$ cat config.mk
export PLATFORM = sky130hd
export DESIGN_NAME = sigma_uart_tx_flat
export DESIGN_NICKNAME = d
export VERILOG_FILES = /design/src/rtl/sigma_defs.sv /design/src/rtl/sigma_uart_tx_if.sv /design/src/rtl/sigma_fifo.sv /design/src/rtl/sigma_uart_tx.sv /design/src/flat_wrapper.sv
export SDC_FILE = /design/constraint.sdc
export NUM_CORES = 1
export LEC_CHECK = 0
export CAP_MARGIN = 20
export CORE_AREA = 5 5 84 86
export DETAILED_ROUTE_END_ITERATION = 7
export DIE_AREA = 0 0 89 91
export GPL_ROUTABILITY_DRIVEN = 0
export PLACE_DENSITY = 0.75
export REMOVE_ABC_BUFFERS = 1
export SLEW_MARGIN = 20
export SYNTH_ARGS = -nofsm -noshare
export SYNTH_HDL_FRONTEND = slang
export SYNTH_SLANG_ARGS = --single-unit
$ cat constraint.sdc
create_clock -name clk -period 3.5 [get_ports clk]
set_input_delay 0.7 -clock clk [delete_from_list [all_inputs] [get_ports clk]]
set_output_delay 0.7 -clock clk [all_outputs]
set_load 0.03 [all_outputs]
$ cat src/rtl/sigma_defs.sv
// Shared definitions for the sigma accumulator readout path: sum width,
// default header nibble, transmitter FSM encodings and the first-byte builder.
package sigma_defs;
  localparam int         SUM_W       = 12;
  localparam logic [3:0] HDR_DEFAULT = 4'hA;

  typedef enum logic [2:0] {
    S_IDLE   = 3'd0,
    S_START  = 3'd1,
    S_DATA   = 3'd2,
    S_STOP   = 3'd3,
    S_PARITY = 3'd4
  } tx_state_e;

  // First byte of a word: header nibble over the top nibble of the sum.
  function automatic logic [7:0] hdr_byte(input logic [3:0] hdr, input logic [3:0] hi);
    return {hdr, hi};
  endfunction
endpackage

$ cat src/rtl/sigma_uart_tx_if.sv
// Sum strobe input and serial/status outputs of the sigma UART transmitter.
interface sigma_uart_tx_if;
  import sigma_defs::*;
  logic [SUM_W-1:0] data_in;
  logic             syn_in;
  logic             tx;
  logic             busy;
  logic             ovf;

  modport master (output data_in, syn_in, input tx, busy, ovf);
  modport slave  (input data_in, syn_in, output tx, busy, ovf);
endinterface

$ cat src/rtl/sigma_fifo.sv
// Small synchronous FIFO holding captured sums; head word readable from
// storage registers the cycle after it is written.
module sigma_fifo
  import sigma_defs::*;
#(
  parameter int DEPTH = 4,
  parameter int W     = SUM_W
) (
  input  logic         clk,
  input  logic         res,
  input  logic         i_push,
  input  logic         i_pop,
  input  logic [W-1:0] i_wdata,
  output logic [W-1:0] o_rdata,
  output logic         o_full,
  output logic         o_empty
);
  localparam int AW = $clog2(DEPTH);

  logic [W-1:0]  r_mem [DEPTH];
  logic [AW-1:0] r_wr;
  logic [AW-1:0] r_rd;
  logic [AW:0]   r_cnt;
  logic          w_do_pop;
  logic          w_do_push;

  assign o_full    = (r_cnt == (AW+1)'(DEPTH));
  assign o_empty   = (r_cnt == '0);
  assign o_rdata   = r_mem[r_rd];
  assign w_do_pop  = i_pop && !o_empty;
  // A full FIFO still takes a push when the head leaves on the same edge.
  assign w_do_push = i_push && (!o_full || w_do_pop);

  always_ff @(posedge clk) begin
    if (w_do_push) r_mem[r_wr] <= i_wdata;
  end

  always_ff @(posedge clk or posedge res) begin
    if (res) begin
      r_wr  <= '0;
      r_rd  <= '0;
      r_cnt <= '0;
    end else begin
      if (w_do_push) r_wr <= r_wr + AW'(1);
      if (w_do_pop)  r_rd <= r_rd + AW'(1);
      r_cnt <= r_cnt + (AW+1)'(w_do_push) - (AW+1)'(w_do_pop);
    end
  end
endmodule

$ cat src/rtl/sigma_uart_tx.sv
// Queues accumulator sums and sends each as two UART bytes ({HDR,d[11:8]}, d[7:0]).
// Define SIGMA_TX_PARITY_EN to add an even-parity bit to every byte.
module sigma_uart_tx
  import sigma_defs::*;
#(
  parameter int         BAUD_DIV = 8,
  parameter int         DEPTH    = 4,
  parameter logic [3:0] HDR      = HDR_DEFAULT
) (
  input  logic            clk,
  input  logic            res,
  sigma_uart_tx_if.slave  bus
);
  localparam int          BW       = $clog2(BAUD_DIV);
  localparam logic [BW-1:0] BAUD_MAX = BW'(BAUD_DIV - 1);

  tx_state_e        r_state, w_state_nx;
  logic [BW-1:0]    r_baud, w_baud_nx;
  logic [2:0]       r_bit, w_bit_nx;
  logic             r_sel, w_sel_nx;
  logic [7:0]       r_shift, w_shift_nx;
  logic [7:0]       r_lo, w_lo_nx;
  logic             r_tx, w_tx_nx;
  logic             r_busy, w_busy_nx;
  logic             r_ovf;
  logic             w_pop, w_full, w_empty, w_baud_end;
  logic [SUM_W-1:0] w_rdata;
`ifdef SIGMA_TX_PARITY_EN
  logic             r_par, w_par_nx;
`endif

  sigma_fifo #(.DEPTH(DEPTH), .W(SUM_W)) u_fifo (
    .clk     (clk),
    .res     (res),
    .i_push  (bus.syn_in),
    .i_pop   (w_pop),
    .i_wdata (bus.data_in),
    .o_rdata (w_rdata),
    .o_full  (w_full),
    .o_empty (w_empty)
  );

  assign w_baud_end = (r_baud == BAUD_MAX);
  assign bus.tx     = r_tx;
  assign bus.busy   = r_busy;
  assign bus.ovf    = r_ovf;

  always_comb begin
    w_state_nx = r_state;
    w_baud_nx  = r_baud + BW'(1);
    w_bit_nx   = r_bit;
    w_sel_nx   = r_sel;
    w_shift_nx = r_shift;
    w_lo_nx    = r_lo;
    w_tx_nx    = r_tx;
    w_busy_nx  = r_busy;
    w_pop      = 1'b0;
`ifdef SIGMA_TX_PARITY_EN
    w_par_nx   = r_par;
`endif
    case (r_state)
      S_IDLE: begin
        w_baud_nx = '0;
        if (!w_empty) begin
          w_pop      = 1'b1;
          w_shift_nx = hdr_byte(HDR, w_rdata[11:8]);
          w_lo_nx    = w_rdata[7:0];
          w_sel_nx   = 1'b0;
          w_tx_nx    = 1'b0;
          w_busy_nx  = 1'b1;
          w_state_nx = S_START;
`ifdef SIGMA_TX_PARITY_EN
          w_par_nx   = ^hdr_byte(HDR, w_rdata[11:8]);
`endif
        end
      end
      S_START: if (w_baud_end) begin
        w_baud_nx  = '0;
        w_bit_nx   = '0;
        w_tx_nx    = r_shift[0];
        w_shift_nx = r_shift >> 1;
        w_state_nx = S_DATA;
      end
      S_DATA: if (w_baud_end) begin
        w_baud_nx = '0;
        if (r_bit == 3'd7) begin
`ifdef SIGMA_TX_PARITY_EN
          w_tx_nx    = r_par;
          w_state_nx = S_PARITY;
`else
          w_tx_nx    = 1'b1;
          w_state_nx = S_STOP;
`endif
        end else begin
          w_bit_nx   = r_bit + 3'd1;
          w_tx_nx    = r_shift[0];
          w_shift_nx = r_shift >> 1;
        end
      end
`ifdef SIGMA_TX_PARITY_EN
      S_PARITY: if (w_baud_end) begin
        w_baud_nx  = '0;
        w_tx_nx    = 1'b1;
        w_state_nx = S_STOP;
      end
`endif
      S_STOP: if (w_baud_end) begin
        w_baud_nx = '0;
        // Second byte follows the first stop bit back-to-back.
        if (!r_sel) begin
          w_shift_nx = r_lo;
          w_sel_nx   = 1'b1;
          w_tx_nx    = 1'b0;
          w_state_nx = S_START;
`ifdef SIGMA_TX_PARITY_EN
          w_par_nx   = ^r_lo;
`endif
        end else begin
          w_busy_nx  = 1'b0;
          w_state_nx = S_IDLE;
        end
      end
      default: begin
        w_baud_nx  = '0;
        w_state_nx = S_IDLE;
      end
    endcase
  end

  always_ff @(posedge clk or posedge res) begin
    if (res) begin
      r_state <= S_IDLE;
      r_baud  <= '0;
      r_bit   <= '0;
      r_sel   <= 1'b0;
      r_shift <= '0;
      r_lo    <= '0;
      r_tx    <= 1'b1;
      r_busy  <= 1'b0;
      r_ovf   <= 1'b0;
`ifdef SIGMA_TX_PARITY_EN
      r_par   <= 1'b0;
`endif
    end else begin
      r_state <= w_state_nx;
      r_baud  <= w_baud_nx;
      r_bit   <= w_bit_nx;
      r_sel   <= w_sel_nx;
      r_shift <= w_shift_nx;
      r_lo    <= w_lo_nx;
      r_tx    <= w_tx_nx;
      r_busy  <= w_busy_nx;
      r_ovf   <= bus.syn_in && w_full && !w_pop;
`ifdef SIGMA_TX_PARITY_EN
      r_par   <= w_par_nx;
`endif
    end
  end
endmodule

$ cat src/flat_wrapper.sv
// flat-port wrapper written by rule: the top's interface ports become plain ports
module sigma_uart_tx_flat import sigma_defs::*;
#(
  parameter int         BAUD_DIV = 8,
  parameter int         DEPTH    = 4,
  parameter logic [3:0] HDR      = HDR_DEFAULT
)
  (clk, res, bus_data_in, bus_syn_in, bus_tx, bus_busy, bus_ovf);
  sigma_uart_tx_if bus_i ();
  input  logic clk;
  input  logic res;
  input wire logic [$bits(bus_i.data_in)-1:0] bus_data_in;
  input wire logic [$bits(bus_i.syn_in)-1:0] bus_syn_in;
  output wire logic [$bits(bus_i.tx)-1:0] bus_tx;
  output wire logic [$bits(bus_i.busy)-1:0] bus_busy;
  output wire logic [$bits(bus_i.ovf)-1:0] bus_ovf;
  assign bus_i.data_in = bus_data_in;
  assign bus_i.syn_in = bus_syn_in;
  assign bus_tx = bus_i.tx;
  assign bus_busy = bus_i.busy;
  assign bus_ovf = bus_i.ovf;
  sigma_uart_tx #(.BAUD_DIV(BAUD_DIV), .DEPTH(DEPTH), .HDR(HDR)) u_core (.clk(clk), .res(res), .bus(bus_i));
endmodule
==> results of run 1 <==
==> worst max-delay path, stage by stage (launching register included) <==
cell and delay [ps]:
dfrtp_1 420, inv_1 120, ha_1 390, nor4b_1 130
nor2b_1 380, inv_1 110, ha_1 310, inv_1 60
ha_1 120, inv_1 40, fa_1 370, xnor2_1 170
xnor2_1 140
==> kinds of logic after synthesis <==
kind of cell / synth area share (%)
flip-flops: 64.8
AND/OR/NAND/NOR: 4.55
XOR/XNOR: 1.22
adder cells (fa/ha/maj): 5.81
buffers and inverters: 2.90
multiplexers: 13.5
AO/OA/AOI/OAI: 7.17
==> cell usage in the layout, fill, tap and decap left out, types with 3 or more instances in the layout <==
master           instances
o21ai_0                  5
xnor2_1                  4
nor2b_1                  5
inv_1                   11
nor3_1                   3
mux2_2                  19
buf_4                    3
a21oi_1                  4
a221oi_1                 9
dfrtp_1                 34
a22o_1                   6
edfxtp_1                48
clkdlybuf4s50_1         17
nor2_1                   6
ha_1                    15
mux2i_1                  9
mux4_2                   8
nand2_1                  5
and2_1                   6
clkbuf_8                 9
==> layout make-up <==
class,instances,share of cell area (%)
flip-flops and latches,83,58.3
clock buffers,9,3.11
well taps,77,2.42
repair buffers,20,4.84
clock inverters,7,1.29
inverters,11,1.04
multi-input cells,118,29.0
==> worst max path at each step <==
stage                           start                endpoint  depth (start not counted)
floorplan           u_core.r_state[0]  u_core.u_fifo.r_cnt[2]                         10
global placement           bus_syn_in  u_core.u_fifo.r_cnt[2]                         10
detailed placement         bus_syn_in  u_core.u_fifo.r_cnt[2]                         10
CTS                 u_core.r_state[0]  u_core.u_fifo.r_cnt[2]                         12
global route        u_core.r_state[0]  u_core.u_fifo.r_cnt[2]                         12
finish              u_core.r_state[0]  u_core.u_fifo.r_cnt[2]                         12
==> per-stage QoR <==
step | total power, W | std cells
6_report | 0.00339 | 325
5_1_grt | 0.00363 | 325
4_1_cts | 0.00343 | 325
3_5_place_dp | 0.00281 | 309
3_3_place_gp | 0.00275 | 309
2_1_floorplan | 0.00247 | 212
==> power by group <==
group / switching, W / internal (W)
sequential: 0.000216 / 0.00135
combinational: 0.000582 / 0.000621
clock: 0.000354 / 0.000261
==> sequential cells by signal (all words and copies together), names as in the netlist <==
register,flops
u_core.bus.tx,1
u_core.r_lo,8
u_core.r_shift,8
u_core.r_state,2
u_core.u_fifo.r_rd,2
u_core.r_baud,3
u_core.r_sel,1
u_core.u_fifo.r_wr,2
u_core.u_fifo.r_mem,48
u_core.bus.busy,1
u_core.bus.ovf,1
u_core.r_bit,3
u_core.u_fifo.r_cnt,3
==> metal layers <==
layer / GRT usage (%) / up-vias
met5: 0 / -
met4: 7.32 / 0
met3: 4.25 / 9
met2: 24.8 / 35
met1: 21.4 / 951
li1: - / 882
==> impl_metrics.yaml, run 1 <==
setup_path:
  critPathKind: "register to register"
  timing.reg2reg.worst_path_depth: 12
  worstPathArrival_ps: 3110
  regToRegEndpoint: "u_core.u_fifo.r_cnt[2]"
  worstSetupEndpointType: "register"
  start_kind: "register"
  cp_max_fo: 9
  worst_ep_required_time_ps: 3770
  r2r_slack_ps: 660
  r2r_start: "u_core.r_state[0]"
clock_tree:
  clk-insertion-delay-late_ps: 350
  ctsResizeCount: 0
  post-cts-setup-buffer-count: 0
  cts_htree_levels: 3
  clock-sinks: 83
  cts_tree: "done"
  clockBufferDepth: 2
  root_buffer: "clkbuf_8"
  cts_inserted_buffers: 9
  clk_pin_slew_worst_paths_ps: 90
  postCtsHoldBufs: 0
detailed_routing:
  drt-total-wl_microns: 5800
  first_pass_iters: 4
  drt-vias-per-instance: 5.78
  drc: 0
  wl_met1_microns: 2520
  top_layer: "met4"
  drt-initial-drc-count: 111
  wl_met2_microns: 2920
  vias: 1877
  ant_nets: 0
  wl_per_cell_microns: 17.8
  wl_met3_microns: 230
layout:
  n_fill_cell: 459
  num_antenna_cells: 0
  fin_util_pct: 64.1
  design_area_sq_um: 3980
  nets: 274
  drive_above_1_share_pct: 19.8
  multi_input_area_sq_um: 1150
  synthToLayoutAreaGrowth_pct: 11.2
  regArea_sq_um: 2320
timing:
  whs_ps: 442
  worstMarginPinSlew_ps: 891
  slew-limit-headroom_pct: 40.6
  hold_viol: 0
  fin_crit_sh_pct: 81.1
  drv_slew: 0
  rsz0062_at_grt: "false"
  finalSetupTns_ps: 0
  fmax_mhz: 352
  period_needed_ps: 2840
  finalSetupViolations: 0
  fin_skew_ps: 9.77
  worst_slack_ps: 660
synth:
  synth.area.top_cells: "edfxtp_1 (40%), dfrtp_1 (24%), mux2_2 (6.0%), ha_1 (5.2%), mux4_2 (5.0%)"
  synth_warnings: 0
  synth.most_common_cell: "edfxtp_1"
  netlist_area_sq_um: 3580
  ys_seq_area_share_pct: 64.8
  syn_inst: 225
  ys_async_sr_fraction_pct: 42.2
  synth_top_area_cell: "edfxtp_1"
  synth_top_flop_cell: "edfxtp_1"
  synth.top_cell.area_share_pct: 40.3
  synth_cell_types: 36
  ys_top_cells_by_count: "edfxtp_1 (48), dfrtp_1 (34), mux2_2 (19)"
  synth-edff-count: 48
  syn_area_per_cell_sq_um: 15.9
  ys_ff_latch: 83
min_path:
  hp-class: "register to register"
  hold_end: "u_core.r_baud[0]"
  whs_path_depth: 1
  min-delay-start: "u_core.r_baud[0]"
die:
  die-area_sq_um: 8100
  die_w_microns: 89
  die_h_microns: 91
  core_sq_um: 6200
  rows: 29
  io_pins: 18
  start_util_pct: 57.7
global_routing:
  grt_max_degree: 36
  gr-total-overflow: 0
  grt_pass1_wl_microns: 9720
  first_global_vias: 1967
  antenna_found_initial: 0
  grt_use_total_pct: 16.1
placed_design:
  hpwl_microns: 3720
  dpl_worst_slack_ps: 511
  placed_cell_area_sq_um: 3800
  io_buffers: 17
power_and_ir_drop:
  irDropWorstVdd_mv: 0.427
  powerDensity_nw_per_um2: 851
  leakagePower_nw: 1.53
outcome:
  run_status: "finished clean"
job:
  drv_cap: 0
Note: power is estimated with default switching activity, not from simulation.
==> inputs of run 2 (changes only) <==
- clock period: 3.5 -> 2.8 ns (I/O delays scaled with it)
==> run 2 against run 1 <==
Net effect: clock power increased by 37%; sequential share of layout area decreased by 1.3 points; cell area increased by 2.2%; maximum frequency increased by 12%; highest routed layer unchanged; largest power group unchanged; via count increased by 0.96%.
==> impl_metrics.yaml, run 2 (synthesis results as in run 1) <==
outcome:
  run_status: "finished clean"
layout:
  final_cell_mix: "edfxtp_1 (48), dfrtp_1 (34), mux2_2 (19)"
  multi_input_area_sq_um: 1150
  n_fill_cell: 440
  top_regs: "u_core.u_fifo.r_mem (48), u_core.r_lo (8), u_core.r_shift (8)"
  largest_reg_flops: 48
  nets: 283
  regMostFlops: "u_core.u_fifo.r_mem"
  num_antenna_cells: 0
  drive_above_1_share_pct: 21.8
  regArea_sq_um: 2320
  synthToLayoutAreaGrowth_pct: 13.7
  layout_commonest_cell: "edfxtp_1"
setup_path:
  critical_path.most_common_cell: "inv_1"
  cp.buffers_inverters: 4
  start_kind: "register"
  cp_max_fo: 4
  worst_ep_required_time_ps: 3070
  slowest_delay_ps: 400
  worstSetupEndpointType: "register"
  critPathKind: "register to register"
  slowest_stage: "dfrtp_1"
  crit_chain: "inv_1 -> ha_1 -> nor4b_1 -> nor2b_1 -> inv_1 -> ha_1 -> inv_1 -> ha_1 -> inv_1 -> fa_1 -> xnor2_1 -> xnor2_1"
  crit_family: "adder cells"
  worstPathArrival_ps: 2810
timing:
  drv_slew: 0
  whs_ps: 439
  rsz0062_at_grt: "false"
  fin_crit_sh_pct: 90.8
  worstMarginPinSlew_ps: 874
  finalSetupViolations: 0
  fin_skew_ps: 8.49
  slew-limit-headroom_pct: 41.8
  fmax_mhz: 394
  finalSetupTns_ps: 0
  period_needed_ps: 2540
  hold_viol: 0
detailed_routing:
  drt-initial-drc-count: 116
  drt-total-wl_microns: 5690
  wl_per_cell_microns: 17.0
  drt-vias-per-instance: 5.67
  ant_nets: 0
  vias: 1895
  first_pass_iters: 4
  drc: 0
global_routing:
  grt_max_degree: 36
  gr-total-overflow: 0
  grt_use_total_pct: 16.0
  first_global_vias: 1961
  grt_pass1_wl_microns: 9540
  antenna_found_initial: 0
min_path:
  hp-class: "register to register"
clock_tree:
  ctsResizeCount: 0
  cts_inserted_buffers: 9
  postCtsHoldBufs: 0
  clockBufferDepth: 2
  clk_pin_slew_worst_paths_ps: 80
  clock-sinks: 83
  root_buffer: "clkbuf_8"
  cts_tree: "done"
  cts_htree_levels: 3
  clk-insertion-delay-late_ps: 350
  post-cts-setup-buffer-count: 0
power_and_ir_drop:
  leakagePower_nw: 1.59
  irDropWorstVdd_mv: 0.630
  powerDensity_nw_per_um2: 1070
job:
  drv_cap: 0
die:
  die-area_sq_um: 8100
  die_w_microns: 89
  rows: 29
  start_util_pct: 57.7
  io_pins: 18
  die_h_microns: 91
  core_sq_um: 6200
placed_design:
  io_buffers: 17
  hpwl_microns: 3710
run 2: cell type report:
cell class	instances	area share [%]
timing repair buffer	29	6.40
clock inverter	4	1.26
inverter	11	1.02
tap	77	2.37
sequential	83	57.0
clock buffer	12	3.57
multi-input combinational	118	28.4
run 2: path summary, 6_finish.rpt:
kind                                         from                      to  slack, ps  cells past startpoint
worst max-delay path            u_core.r_state[0]  u_core.u_fifo.r_cnt[2]        260                     12
worst min-delay path             u_core.r_baud[0]        u_core.r_baud[0]        440                      1
worst max register to register  u_core.r_state[0]  u_core.u_fifo.r_cnt[2]        260                     12
worst min register to register   u_core.r_baud[0]        u_core.r_baud[0]        440                      1
max in group asynchronous                     res           u_core.bus.tx       1860                      3
min in group asynchronous                     res         u_core.r_bit[1]        610                      3
run 2: layer usage:
| layer | vias to the layer above | track usage, % | part of all wire [%] |
|---|---|---|---|
| met2 | 34 | 24.6 | 49 |
| met1 | 955 | 21.7 | 46 |
| li1 | 900 | - | - |
| met5 | - | 0 | 0 |
| met3 | 6 | 3.62 | 3.8 |
| met4 | 0 | 7.07 | 1.4 |
run 2: per-stage QoR:
step,cell area [sq um],cells,total power (W),util (%),setup WS (ps)
after floorplan,3510,212,0.00309,-,97.8
after global routing,4070,334,0.00467,65.6,90.8
after global placement,3870,318,0.00349,62.4,311
after detailed placement,3870,318,0.00356,62.4,235
after CTS,4070,334,0.00441,65.6,245
final,4070,334,0.00436,65.6,259
run 2: where the power goes:
group / switching, W / total (W) / leakage (nW) / internal (W)
logic: 0.000724 / 0.00155 / 0.627 / 0.000826
registers: 0.000274 / 0.00196 / 0.865 / 0.00169
clock network: 0.000407 / 0.000844 / 0.0966 / 0.000437
total: 0.00140 / 0.00436 / 1.59 / 0.00295
==> inputs of run 3 (changes only) <==
- CTS_CLUSTER_DIAMETER: unset -> 200
==> results of run 3 <==
The final DEF is identical to that of run 2; final timing and power are the same.
